[src/rtl/fib_scheduler.sv]
// fib_scheduler
// Round-robin front end that shares a single Fibonacci engine among NREQ
// requesters. One job is in flight at a time: grant, launch, wait, respond.
// Optional build macro: FIB_SCHED_TIMEOUT_EN bounds the WAIT state to TIMEOUT
// cycles and reports an aborted job with ERR=1 and an all-ones result.
module fib_scheduler #(
   parameter int BITS    = 32,
   parameter int NREQ    = 4,
   parameter int IDW     = $clog2(NREQ),
   parameter int TIMEOUT = 1024
) (
   input  logic                 CLK,
   input  logic                 RST,
   input  logic [NREQ-1:0]      REQ_IE,
   input  logic [NREQ*BITS-1:0] REQ_INP,
   output logic [NREQ-1:0]      REQ_ACK,
   output logic [BITS-1:0]      RES_OUT,
   output logic [IDW-1:0]       RES_ID,
   output logic                 RES_OE,
   output logic                 ERR,
   output logic                 BUSY,
   output logic [BITS-1:0]      ENG_INP,
   output logic                 ENG_IE,
   input  logic [BITS-1:0]      ENG_OUT,
   input  logic                 ENG_OE
);

   typedef enum logic [1:0] {IDLE, LAUNCH, WAIT, RESP} state_t;

   state_t          state;
   logic [IDW-1:0]  ptr;        // first requester considered at the next grant
   logic [IDW-1:0]  job_id;     // requester owning the job in flight
   logic [BITS-1:0] job_n;      // n of the job in flight
   logic [BITS-1:0] job_res;    // result waiting to be presented in RESP

   logic            grant_valid;
   logic [IDW-1:0]  grant_id;
   logic [IDW-1:0]  cand;
   logic [BITS-1:0] grant_n;
   logic [IDW-1:0]  ptr_after;
   logic [NREQ-1:0] grant_onehot;

`ifdef FIB_SCHED_TIMEOUT_EN
   localparam int CW = $clog2(TIMEOUT + 1);
   logic [CW-1:0]   wait_cnt;   // cycles spent in WAIT for the current job
   logic            job_err;    // current job was aborted by the timeout
`else
   // Without the timeout build WAIT is unbounded and no job can fail;
   // TIMEOUT is always positive, so this is a constant 0.
   assign ERR = (TIMEOUT < 0);
`endif

   // Round-robin search: the lowest offset from ptr with a request wins
   // (loop runs from the far end so the nearest candidate is written last).
   always_comb begin
      grant_valid = 1'b0;
      grant_id    = '0;
      cand        = '0;
      for (int k = NREQ - 1; k >= 0; k--) begin
         cand = IDW'((int'(ptr) + k) % NREQ);
         if (REQ_IE[cand]) begin
            grant_valid = 1'b1;
            grant_id    = cand;
         end
      end
   end

   assign grant_n      = REQ_INP[int'(grant_id)*BITS +: BITS];
   assign ptr_after    = (grant_id == IDW'(NREQ - 1)) ? '0 : grant_id + 1'b1;
   assign grant_onehot = NREQ'(1) << grant_id;

   // Job sequencer: grant in IDLE, pulse the engine, wait for its done
   // pulse, then present the tagged result for one cycle.
   always_ff @(posedge CLK or posedge RST) begin
      if (RST) begin
         state    <= IDLE;
         ptr      <= '0;
         job_id   <= '0;
         job_n    <= '0;
         job_res  <= '0;
         REQ_ACK  <= '0;
         RES_OUT  <= '0;
         RES_ID   <= '0;
         RES_OE   <= 1'b0;
         BUSY     <= 1'b0;
         ENG_INP  <= '0;
         ENG_IE   <= 1'b0;
`ifdef FIB_SCHED_TIMEOUT_EN
         ERR      <= 1'b0;
         wait_cnt <= '0;
         job_err  <= 1'b0;
`endif
      end else begin
         // pulse outputs default low every cycle
         REQ_ACK <= '0;
         RES_OE  <= 1'b0;
         ENG_IE  <= 1'b0;
`ifdef FIB_SCHED_TIMEOUT_EN
         ERR     <= 1'b0;
`endif
         case (state)
            IDLE: begin
               if (grant_valid) begin
                  REQ_ACK <= grant_onehot;
                  job_id  <= grant_id;
                  job_n   <= grant_n;
                  job_res <= '0;          // n==0 bypasses the engine with result 0
                  ptr     <= ptr_after;
                  BUSY    <= 1'b1;
`ifdef FIB_SCHED_TIMEOUT_EN
                  job_err <= 1'b0;
`endif
                  state   <= (grant_n != '0) ? LAUNCH : RESP;
               end
            end
            LAUNCH: begin
               ENG_IE  <= 1'b1;
               ENG_INP <= job_n;
`ifdef FIB_SCHED_TIMEOUT_EN
               wait_cnt <= '0;
`endif
               state   <= WAIT;
            end
            WAIT: begin
               // a done pulse on the limit cycle still counts as success
               if (ENG_OE) begin
                  job_res <= ENG_OUT;
                  state   <= RESP;
               end
`ifdef FIB_SCHED_TIMEOUT_EN
               else if (wait_cnt == CW'(TIMEOUT - 1)) begin
                  job_res <= '1;
                  job_err <= 1'b1;
                  state   <= RESP;
               end else begin
                  wait_cnt <= wait_cnt + 1'b1;
               end
`endif
            end
            RESP: begin
               RES_OE  <= 1'b1;
               RES_OUT <= job_res;
               RES_ID  <= job_id;
`ifdef FIB_SCHED_TIMEOUT_EN
               ERR     <= job_err;
`endif
               BUSY    <= 1'b0;
               state   <= IDLE;
            end
            default: state <= IDLE;
         endcase
      end
   end

endmodule

[config.mk]
export PLATFORM = sky130hd
export DESIGN_NAME = fib_scheduler
export DESIGN_NICKNAME = d
export VERILOG_FILES = /design/src/rtl/fib_scheduler.sv
export SDC_FILE = /design/constraint.sdc
export NUM_CORES = 1
export LEC_CHECK = 0
export CAP_MARGIN = 0
export CORE_ASPECT_RATIO = 0.8
export CORE_MARGIN = 8
export CORE_UTILIZATION = 48
export CTS_CLUSTER_SIZE = 16
export DETAILED_ROUTE_END_ITERATION = 7
export HOLD_SLACK_MARGIN = 0.02
export PLACE_DENSITY = 0.91
export RECOVER_POWER = 25
export SYNTH_ARGS = -nofsm -noshare
export SYNTH_HDL_FRONTEND = slang
export SYNTH_SLANG_ARGS = --single-unit
[constraint.sdc]
create_clock -name CLK -period 8.1 [get_ports CLK]
set_input_delay 1.215 -clock CLK [delete_from_list [all_inputs] [get_ports CLK]]
set_output_delay 1.215 -clock CLK [all_outputs]
set_load 0.02 [all_outputs]
==> metrics.log, run 1 <==
[metrics] outcome: finished with violations
[metrics] violated checks: capacitance limit, slew limit
[metrics] clock-pin slew on the worst setup and hold paths: 0.06 ns
[metrics] average vias per placed instance: roughly 5.3
[metrics] total routing usage reported by global routing: 0.2088
[metrics] peak ir drop on the vdd network: roughly 0.19 mV
[metrics] type of the worst setup path: primary input to async pin
[metrics] global-route wire length before repair: 29190 µm
[metrics] footprint of the flip-flops and latches: around 0.0036 mm²
[metrics] number of diodes: 0
[metrics] path class of the lowest-slack min-delay path: flop to flop
[metrics] clk sinks: 143
[metrics] Die Footprint: 0.01780 mm²
[metrics] number of setup violations in the final report: 0
[metrics] source of the worst hold timing path: job_n[7]
[metrics] quantity of hold-fixing buffers added after cts: 0
[metrics] number of clock buffers inserted by TritonCTS: 17
[metrics] unrepaired setup endpoints after global routing: false
[metrics] antenna-violating nets left: 0
[metrics] data arrival time of the worst path: 4.48 ns
[metrics] standard cell core area: 0.01350 mm²
[metrics] cell types occupying the most area after synthesis: sky130_fd_sc_hd__dfrtp_1, sky130_fd_sc_hd__mux2_2, sky130_fd_sc_hd__mux2i_1
[metrics] final clock period utilization by the worst path: 0.5018
[metrics] number of setup buffers added after CTS: 0
[metrics] via total after detailed routing: 4837
[metrics] Crit Reg-Reg Startpoint: ptr[1]
[metrics] count of cell types in the netlist: 39
[metrics] commonest cells after routing, fill and taps aside: sky130_fd_sc_hd__clkdlybuf4s50_1, sky130_fd_sc_hd__dfrtp_1, sky130_fd_sc_hd__mux2_2
[metrics] total half-perimeter wirelength after legalization and detailed placement: 13830 µm
[metrics] Synthesized Nets: 671
[metrics] layout cells sized above 1: 0.1850
[metrics] Residual DRC: 0
[metrics] boundary pin count: 241
[metrics] pin count of the biggest net entering global routing: 74
[metrics] synthesized instance count: 496
[metrics] worst-path fanout max: 73
[metrics] total count of max-transition violations in the final report: 145
[metrics] initial antenna violation count: 0
[metrics] Crit. Startpoint: RST
[metrics] first-pass iteration count of the detailed router: 4
[metrics] Lkg Pwr: 4.296 nW
[metrics] Port Buf Inserts: 239
[metrics] total of warnings raised by yosys: 0
[metrics] max-slew headroom at the worst pin: -1.045
[metrics] count of cells resized by post-cts repair: 0
[metrics] cell with the biggest individual delay on the critical path: sky130_fd_sc_hd__clkinvlp_2
[metrics] required time at the worst-slack endpoint: between 8 and 9 ns
[metrics] fraction of the yosys area taken by sequential cells: 0.5415
[metrics] final estimated routing congestion in global placement: 0.8304
[metrics] Die H: 121.0 µm
[metrics] Longest Clk Path Bufs: 2
[metrics] total area of multi-input combinational cells: 0.002773 mm²
[metrics] final global-route overflow total: 0
[metrics] Post-Route Setup TNS: 0 ns
[metrics] buffer type at the clock tree root: sky130_fd_sc_hd__clkbuf_16
[metrics] average wire per standard cell: 20.36 µm
[metrics] synthesis-stage register bit count: 143
[metrics] category of the worst setup path launch point: primary input
[metrics] mapped cell area: 0.006609 mm²
[metrics] maximum clock rate: 0.2460 GHz
[metrics] proportion of netlist area held by the largest area contributor: 0.5415
[metrics] worst-path cell chain: dlygate4sd3_1 -> clkinvlp_2 -> buf_4
[metrics] Tot Pwr: 3.670 mW
[metrics] Hold Vio Cnt, Final: 0
[metrics] Critical Path Sink Type: async pin
[metrics] Area growth, synth to finish: 45.63%
[metrics] clock network latency to the later pin of the worst-skew pair: 0.41 ns
[metrics] max-cap viol count: 3
[metrics] final-stage net count: 900
[metrics] most common library cell in the layout ignoring fill and taps: sky130_fd_sc_hd__clkdlybuf4s50_1
[metrics] post-synthesis cell type with the largest combined area: sky130_fd_sc_hd__dfrtp_1
[metrics] power density cells: 381.3 mW/mm²
[metrics] post-detailed-routing wire length: 18630 µm
[metrics] synthesized area per cell: 13.32 µm²
[metrics] total number of H-tree levels: 4
[metrics] setup skew after layout: 0.006627 ns
[metrics] vias in the first global route: 5454
[metrics] Starting DRT DRC Count: 237
[metrics] CP max stage delay: 1.72 ns
[metrics] Site Rows: 38
[metrics] slew at the pin with the worst max-slew slack: 3.051 ns
[metrics] starting density of the core: 0.4894
[metrics] clock period minus worst slack: slightly above 4 ns
[metrics] TritonCTS clock tree: yes
[metrics] DIE WIDTH: 147.2 µm
[metrics] Fill cells: roughly 930
[metrics] cell count after placement: 886
[metrics] Final Instance Count excl. Fillers: 915
cell usage after synthesis (all sizes together):
cell type  instances
buf               18
or3                1
mux2              98
and2               3
nor2              10
a31oi              1
clkbuf            15
nand2             30
nor4               3
dfrtp            143
a2111oi            2
nor2b              2
mux2i             77
a21oi              4
inv               12
nor4b              1
ha                 8
a311oi             1
a22o              32
o31ai              1
a31o               1
nand4              2
conb               1
nand2b             3
a22oi              1
and4               3
o21ai             19
nand3              4
metrics by stage:
stage	utilization	instance area [µm²]	setup WS (ns)	hold WS, ns
after floorplan	-	6609	3.047	0.4444
after global placement	0.6707	9056	3.913	0.4624
after detailed placement	0.6707	9056	3.811	0.4692
after CTS	0.7135	9634	4.253	0.4817
after global routing	0.7128	9624	3.383	0.5055
final	0.7128	9624	4.036	0.4825
path summary, 6_finish.rpt:
kind	endpoint	slack [ns]	cells after the start
max	ptr[0]	4.04	3
min	job_n[7]	0.48	2
max reg2reg	state[1]	5.02	8
min reg2reg	job_n[7]	0.48	2
max in group CLK	state[1]	4.19	9
min in group asynchronous	RES_OUT[24]	2.14	2
final cells by class:
class | instances | area share
Timing Repair Buffer | 243 | 0.2513
Multi-Input combinational cell | 308 | 0.2881
Sequential cell | 143 | 0.3718
Clock inverter | 6 | 0.01144
Clock buffer | 23 | 0.04862
Inverter | 12 | 0.005330
Tap cell | 180 | 0.02340
critical path, delay by kind of cell:
family / cells / cell delay [ns]
buffers and inverters: 3 / 3.19
flip-flops by register name, indices dropped and copies added (netlist names):
name	cells
ptr	2
BUSY	1
REQ_ACK	4
RES_ID	2
RES_OE	1
job_res	32
state	2
job_n	32
RES_OUT	32
ENG_INP	32
job_id	2
ENG_IE	1
metal layers:
metal,global-route usage,share of wire,vias to the layer above
met5,0,0,-
met4,0.08137,0.028,0
met3,0.07156,0.063,33
met2,0.3521,0.50,187
met1,0.2425,0.41,2374
li1,-,-,2243
where the power goes:
group          leakage, nW  switching (mW)  internal (mW)
clock                0.275           0.277          0.495
combinational         2.21           0.844          0.858
sequential            1.81           0.172           1.02
kinds of logic (layout without fill, tap and decap cells):
logic type                 count (synthesis)  count (layout)  synth area share
muxes                                    175             175            0.2836
DFF                                      143             143            0.5415
AOI/OAI and AO/OA                         62              62           0.07119
and+or+nand+nor                           62              62           0.04790
buffers and inverters                     45             284           0.04014
adders and majority gates                  8               8           0.01515
other                                      1               1         0.0005674
Power figures use the tool's default switching activity.
==> run 2: changes to the inputs <==
--- a/config.mk
+++ b/config.mk
@@ -8,11 +8,11 @@
 export CAP_MARGIN = 0
 export CORE_ASPECT_RATIO = 0.8
 export CORE_MARGIN = 8
-export CORE_UTILIZATION = 48
+export CORE_UTILIZATION = 41
 export CTS_CLUSTER_SIZE = 16
 export DETAILED_ROUTE_END_ITERATION = 7
 export HOLD_SLACK_MARGIN = 0.02
-export PLACE_DENSITY = 0.91
+export PLACE_DENSITY = 0.84
 export RECOVER_POWER = 25
 export SYNTH_ARGS = -nofsm -noshare
 export SYNTH_HDL_FRONTEND = slang
==> constraint.sdc (replaced) <==
create_clock -name CLK -period 3.71 [get_ports CLK]
set_input_delay 0.5565 -clock CLK [delete_from_list [all_inputs] [get_ports CLK]]
set_output_delay 0.5565 -clock CLK [all_outputs]
set_load 0.02 [all_outputs]
==> metrics.log, run 2 (synthesized netlist as in run 1, its figures left out) <==
[metrics] starting density of the core: 0.4196 (-0.06980)
[metrics] standard cell core area: 0.01575 mm² (+17%)
[metrics] violated checks: capacitance limit, slew limit
[metrics] unrepaired setup endpoints after global routing: false
[metrics] footprint of the flip-flops and latches: 0.003578 mm² (unchanged)
[metrics] Port Buf Inserts: 239 (unchanged)
[metrics] pre-CTS WS: 0.3355 ns (-3.476 ns)
[metrics] clock share of power: 0.209 (about the same)
[metrics] data arrival time of the worst path: 3.30 ns (-1.18 ns)
[metrics] average vias per placed instance: 5.070 (-4.1%)
[metrics] category of the worst setup path launch point: primary input
[metrics] quantity of hold-fixing buffers added after cts: 0 (unchanged)
[metrics] initial antenna violation count: 0 (unchanged)
[metrics] number of setup violations in the final report: 0 (unchanged)
[metrics] Site Rows: 41 (+7.9%)
[metrics] final-layout worst hold slack: 0.4747 ns (-0.007808 ns)
[metrics] Fill cells: 1243 (+33%)
[metrics] TritonCTS clock tree: yes
[metrics] total routing usage reported by global routing: 0.1853 (-0.02350)
[metrics] slack of the critical path: 0.7445 ns (-3.291 ns)
[metrics] cell with the biggest individual delay on the critical path: sky130_fd_sc_hd__clkdlybuf4s50_1
[metrics] Sequential Power Share: 0.322 (-0.004)
[metrics] pin count of the biggest net entering global routing: 77 (+4.1%)
[metrics] endpoint of the worst hold path: job_n[16]
[metrics] clock period minus worst slack: ~3.0 ns
[metrics] maximum clock rate: 0.3372 GHz
[metrics] Residual DRC: 0 (unchanged)
[metrics] most common library cell in the layout ignoring fill and taps: sky130_fd_sc_hd__clkdlybuf4s50_1
[metrics] CP max stage delay: 0.58 ns (-1.14 ns)
[metrics] post-placement cell area: 0.009201 mm² (+1.6%)
[metrics] setup skew after layout: 0.01074 ns (+0.004118 ns)
[metrics] peak ir drop on the vdd network: 0.3256 mV (+72%)
[metrics] Lkg Pwr: 4.342 nW (+1.1%)
[metrics] power density cells: 823.7 mW/mm² (+120%)
[metrics] Die H: 129.6 µm (+7.1%)
[metrics] minimum setup slack among reg-to-reg paths: 1.04 ns (-3.98 ns)
[metrics] Crit Reg-Reg Startpoint: ptr[1]
[metrics] required time at the worst-slack endpoint: 4.04 ns (-4.48 ns)
[metrics] cell count after placement: 928 (+4.7%)
[metrics] most heavily used metal layer in global routing: met2
[metrics] max-slew headroom at the worst pin: -0.2097 (+0.8354)
[metrics] number of setup buffers added after CTS: 0 (unchanged)
[metrics] clk sinks: 143 (unchanged)
[metrics] clock-pin slew on the worst setup and hold paths: 0.06 ns (about the same)
[metrics] total count of max-transition violations in the final report: 77 (-47%)
[metrics] final-stage net count: 907 (+0.78%)
[metrics] source of the worst hold timing path: job_n[16]
[metrics] fraction of met3 tracks used by global routing: 0.05757 (-0.01399)
[metrics] number of clock buffers inserted by TritonCTS: 17 (unchanged)
[metrics] total half-perimeter wirelength after legalization and detailed placement: 14360 µm (+3.8%)
[metrics] global-route wire length before repair: 29260 µm (+0.22%)
[metrics] buffer type at the clock tree root: sky130_fd_sc_hd__clkbuf_16
[metrics] DIE WIDTH: 157.9 µm (+7.3%)
[metrics] via total after detailed routing: 4867 (+0.62%)
[metrics] met2 Usage GRT: 0.3187 (-0.03345)
[metrics] layout cells sized above 1: 0.2013 (+0.01631)
[metrics] slew at the pin with the worst max-slew slack: 1.815 ns (-1.236 ns)
[metrics] total number of H-tree levels: 4 (unchanged)
[metrics] Gate power share: 0.470 (+0.006)
[metrics] type of the worst setup path: primary input to flop
[metrics] antenna-violating nets left: 0 (unchanged)
[metrics] Longest Clk Path Bufs: 2 (unchanged)
[metrics] Final Instance Count excl. Fillers: 960 (+4.9%)
[metrics] max-cap viol count: 1 (-2)
[metrics] total area of multi-input combinational cells: 0.002775 mm² (about the same)
[metrics] Worst Reg-to-Reg Cells: 9 (+1)
[metrics] Worst Hold Depth: 2 (unchanged)
[metrics] Worst path most repeated cell: sky130_fd_sc_hd__mux2i_1
[metrics] worst-path cell chain: clkdlybuf4s50_1 -> nor2b_1 -> a311oi_2 -> nor2_4 -> buf_12 -> mux2i_1 -> mux2i_1 -> nor4_1 -> nand4_1 -> o21ai_1
[metrics] worst-path fanout max: 20 (-73%)
[metrics] fraction of met1 tracks used by global routing: 0.2148 (-0.02772)
[metrics] Starting DRT DRC Count: 205 (-14%)
[metrics] commonest cells after routing, fill and taps aside: sky130_fd_sc_hd__clkdlybuf4s50_1, sky130_fd_sc_hd__dfrtp_1, sky130_fd_sc_hd__mux2_2
[metrics] final clock period utilization by the worst path: 0.7993
[metrics] final global-route overflow total: 0 (unchanged)
[metrics] Sw Ratio: 0.3569 (+0.004503)
[metrics] average wire per standard cell: 19.48 µm (-4.3%)
[metrics] final estimated routing congestion in global placement: 0.9300 (+12%)
[metrics] number of diodes: 0 (unchanged)
[metrics] Critical Path Sink Type: flop
[metrics] clock network latency to the later pin of the worst-skew pair: 0.41 ns (about the same)
[metrics] Internal Power: 5.175 mW (+120%)
[metrics] post-detailed-routing wire length: 18700 µm (+0.35%)
[metrics] first-pass iteration count of the detailed router: 4 (unchanged)
[metrics] Reg2Reg Capture Point: state[1]
[metrics] Post-Route Setup TNS: 0 ns (unchanged)
[metrics] Area growth, synth to finish: 47.84%
[metrics] boundary pin count: 241 (unchanged)
[metrics] outcome: finished with violations
[metrics] vias in the first global route: 5483 (+0.53%)
[metrics] switching component of the power: 2.872 mW (+120%)
[metrics] final standard cell area without fillers: 0.009771 mm² (+1.5%)
[metrics] count of cells resized by post-cts repair: 0 (unchanged)
[metrics] path class of the lowest-slack min-delay path: flop to flop
[metrics] Hold Vio Cnt, Final: 0 (unchanged)
[metrics] Die Footprint: 0.02046 mm² (+15%)
-- run 2: power by group through the flow --
stage | clock (mW) | sequential [mW] | combinational, mW
after detailed placement | 0 | 2.61 | 3.83
final | 1.68 | 2.59 | 3.78
after floorplan | 0 | 2.95 | 2.02
after global routing | 1.79 | 2.68 | 4.06
after CTS | 1.71 | 2.60 | 3.84
after global placement | 0 | 2.57 | 3.71
-- run 2: area by class of cell --
class | count | area share
Clock buffer | 20 | 0.04674
Inverter | 12 | 0.005250
Clock inverter | 12 | 0.01370
Sequential cell | 143 | 0.3662
Timing Repair Buffer | 250 | 0.2565
Tap cell | 215 | 0.02753
Multi-Input combinational cell | 308 | 0.2840
-- run 2: metal layers --
layer | part of all wire | wire length (µm) | vias up
met5 | 0 | 0 | -
met4 | 0.021 | 401 | 0
met3 | 0.069 | 1282 | 26
met2 | 0.50 | 9422 | 148
met1 | 0.41 | 7592 | 2439
li1 | - | - | 2254
-- run 2: critical path: cells and delay by family --
family,cells,cell delay [ns]
AO/OA/AOI/OAI,2,0.24
buffers and inverters,2,0.84
multiplexers,2,0.34
AND/OR/NAND/NOR,4,1.30
-- run 2: through the flow --
stage,util,power [mW]
2_1_floorplan,-,4.965
3_3_place_gp,0.5843,6.279
3_5_place_dp,0.5843,6.437
4_1_cts,0.6218,8.149
5_1_grt,0.6204,8.525
6_report,0.6204,8.048
-- run 2: how the worst max path moves through the flow --
| stage | start | endpoint | slack [ns] | cells past startpoint |
|---|---|---|---|---|
| floorplan | RST | BUSY | 1.36 | 1 |
| global placement | REQ_IE[2] | state[1] | 0.48 | 10 |
| detailed placement | REQ_IE[2] | state[1] | 0.34 | 10 |
| CTS | REQ_IE[2] | state[1] | 0.75 | 10 |
| global route | RST | ENG_INP[30] | 0.58 | 3 |
| finish | REQ_IE[2] | state[1] | 0.74 | 10 |
==> run 3: changes to the inputs <==
==> constraint.sdc (replaced) <==
create_clock -name CLK -period 2.55 [get_ports CLK]
set_input_delay 0.3825 -clock CLK [delete_from_list [all_inputs] [get_ports CLK]]
set_output_delay 0.3825 -clock CLK [all_outputs]
set_load 0.02 [all_outputs]
==> metrics.log, run 3 (synthesized netlist as in run 1, its figures left out) <==
[metrics] outcome: complete, no violations
[metrics] quantity of hold-fixing buffers added after cts: 0 (unchanged)
[metrics] category of the worst setup path launch point: flop
[metrics] clock-pin slew on the worst setup and hold paths: 0.06 ns (about the same)
[metrics] slew at the pin with the worst max-slew slack: 1.399 ns (-0.4156 ns)
[metrics] pin count of the biggest net entering global routing: 85 (+10%)
[metrics] Die H: 129.6 µm (unchanged)
[metrics] setup skew after layout: 0.008984 ns (-0.001761 ns)
[metrics] total count of max-transition violations in the final report: 0 (-100%)
[metrics] peak ir drop on the vdd network: 0.6295 mV (+93%)
[metrics] final clock period utilization by the worst path: 0.9845
[metrics] share of the core filled with cells: 0.6415 (+0.02113)
[metrics] Gate power share: 0.492 (+0.022)
[metrics] boundary pin count: 241 (unchanged)
[metrics] Area growth, synth to finish: 52.88%
[metrics] global-route wire length before repair: 31020 µm (+6.0%)
[metrics] Internal Power: 7.764 mW (+50%)
[metrics] clk sinks: 143 (unchanged)
[metrics] Residual DRC: 0 (unchanged)
[metrics] average wire per standard cell: 19.76 µm (+1.5%)
[metrics] data arrival time of the worst path: 2.85 ns (-0.45 ns)
[metrics] number of diodes: 0 (unchanged)
[metrics] Lkg Pwr: 4.549 nW (+4.8%)
[metrics] required time at the worst-slack endpoint: 2.89 ns (-1.15 ns)
[metrics] footprint of the flip-flops and latches: 0.003580 mm² (about the same)
[metrics] final global-route overflow total: 0 (unchanged)
[metrics] total area of multi-input combinational cells: 0.002776 mm² (about the same)
[metrics] max-slew headroom at the worst pin: 0.06732 (+0.2771)
[metrics] standard cell core area: 0.01575 mm² (unchanged)
[metrics] Die Footprint: 0.02046 mm² (unchanged)
[metrics] antenna-violating nets left: 0 (unchanged)
[metrics] Port Buf Inserts: 239 (unchanged)
[metrics] starting density of the core: 0.4196 (unchanged)
[metrics] power density cells: 1207 mW/mm² (+47%)
[metrics] layout cells sized above 1: 0.2417 (+0.04035)
[metrics] first-pass iteration count of the detailed router: 4 (unchanged)
[metrics] Hold Vio Cnt, Final: 0 (unchanged)
[metrics] Critical Path Sink Type: flop
[metrics] DIE WIDTH: 157.9 µm (unchanged)
[metrics] maximum clock rate: 0.3983 GHz
[metrics] number of clock buffers inserted by TritonCTS: 17 (unchanged)
[metrics] number of setup violations in the final report: 0 (unchanged)
[metrics] total routing usage reported by global routing: 0.1957 (+0.01041)
[metrics] switching component of the power: 4.435 mW (+54%)
[metrics] Starting DRT DRC Count: 172 (-16%)
[metrics] Sw Ratio: 0.3635 (+0.006623)
[metrics] TritonCTS clock tree: yes
[metrics] max-cap viol count: 0 (-1)
[metrics] Longest Clk Path Bufs: 2 (unchanged)
[metrics] type of the worst setup path: flop to flop
[metrics] final estimated routing congestion in global placement: 0.8812 (-5.2%)
[metrics] Sequential Power Share: 0.310 (-0.012)
[metrics] commonest cells after routing, fill and taps aside: sky130_fd_sc_hd__clkdlybuf4s50_1, sky130_fd_sc_hd__dfrtp_1, sky130_fd_sc_hd__mux2_2
[metrics] Post-Route Setup TNS: 0 ns (unchanged)
[metrics] clock share of power: 0.199 (-0.010)
[metrics] Fill cells: 1212 (-2.5%)
[metrics] unrepaired setup endpoints after global routing: true
[metrics] via total after detailed routing: 5006 (+2.9%)
[metrics] average vias per placed instance: 5.021 (-0.96%)
[metrics] final-stage net count: 944 (+4.1%)
[metrics] Site Rows: 41 (unchanged)
[metrics] post-detailed-routing wire length: 19700 µm (+5.4%)
[metrics] total half-perimeter wirelength after legalization and detailed placement: 14930 µm (+4.0%)
[metrics] initial antenna violation count: 0 (unchanged)
[metrics] vias in the first global route: 5740 (+4.7%)
[metrics] worst-path fanout max: 6 (-70%)
[metrics] clock period minus worst slack: ~2.5 ns
[metrics] clock network latency to the later pin of the worst-skew pair: 0.42 ns (about the same)
[metrics] total number of H-tree levels: 4 (unchanged)
[metrics] buffer type at the clock tree root: sky130_fd_sc_hd__clkbuf_16
[metrics] most common library cell in the layout ignoring fill and taps: sky130_fd_sc_hd__clkdlybuf4s50_1
[metrics] path class of the lowest-slack min-delay path: flop to flop
## run 3: cell count changes in the layout (fill, tap and decap cells not counted), moves of 2 or more
cell / before / now
sky130_fd_sc_hd__buf_4: 6 / 37
sky130_fd_sc_hd__inv_6: 3 / 6
sky130_fd_sc_hd__inv_8: 0 / 3
sky130_fd_sc_hd__clkbuf_1: 2 / 0
sky130_fd_sc_hd__buf_12: 3 / 8
sky130_fd_sc_hd__clkbuf_8: 2 / 0
## run 3: area by class of cell
cell class	count	area share
flip-flops and latches	143	0.3543
well taps	215	0.02663
inverters	12	0.005573
clock buffers	17	0.04211
clock inverters	15	0.01486
multi-input cells	308	0.2748
repair buffers	287	0.2817
## run 3: stage by stage
stage | total power, mW | hold WS, ns | area (µm²) | std cells | worst slack (ns)
floorplan | 7.223 | 0.4444 | 6613 | 496 | 0.3764
global placement | 9.493 | 0.4581 | 9487 | 961 | -0.4363
detailed placement | 9.755 | 0.4759 | 9487 | 961 | -0.4933
CTS | 12.34 | 0.4702 | 10130 | 997 | 0.02155
global route | 12.89 | 0.5043 | 10100 | 997 | -0.1540
finish | 12.20 | 0.4921 | 10100 | 997 | 0.03956
## run 3: timing repair
item                       CTS  global route
buffers inserted             5             1
gates resized for setup      5             1
setup endpoints to repair    1             1
pin swaps                    7             4
## run 3: metal layers
metal,vias up,global-route usage,share of wire
met5,-,0,0
met4,0,0.07139,0.018
met3,22,0.04293,0.057
met2,157,0.3450,0.51
met1,2497,0.2315,0.41
li1,2330,-,-
## run 3: power groups by stage
| stage | clock, mW | combinational (mW) | sequential (mW) |
|---|---|---|---|
| 6_report | 2.42 | 6.00 | 3.78 |
| 5_1_grt | 2.57 | 6.42 | 3.90 |
| 4_1_cts | 2.46 | 6.10 | 3.78 |
| 3_5_place_dp | 0 | 5.94 | 3.81 |
| 3_3_place_gp | 0 | 5.76 | 3.73 |
| 2_1_floorplan | 0 | 2.93 | 4.29 |
## run 3: worst paths after layout
kind,cells after the start,start,endpoint,slack [ns]
setup / recovery,9,ptr[1],state[1],0.04
hold / removal,2,job_n[2],job_n[2],0.49
setup reg to reg,9,ptr[1],state[1],0.04
hold reg to reg,2,job_n[2],job_n[2],0.49
max in group asynchronous,3,RST,RES_OUT[27],0.75
min in group asynchronous,3,RST,ENG_INP[2],0.86
## run 3: worst max-delay path, stage by stage (launching register included)
cell and delay, ns:
sky130_fd_sc_hd__dfrtp_2 0.41, sky130_fd_sc_hd__mux2i_1 0.24, sky130_fd_sc_hd__nor2_1 0.06, sky130_fd_sc_hd__or3_4 0.49
sky130_fd_sc_hd__buf_12 0.18, sky130_fd_sc_hd__mux2i_1 0.17, sky130_fd_sc_hd__mux2i_1 0.15, sky130_fd_sc_hd__a2111oi_2 0.41
sky130_fd_sc_hd__nand4_1 0.17, sky130_fd_sc_hd__o21ai_1 0.15
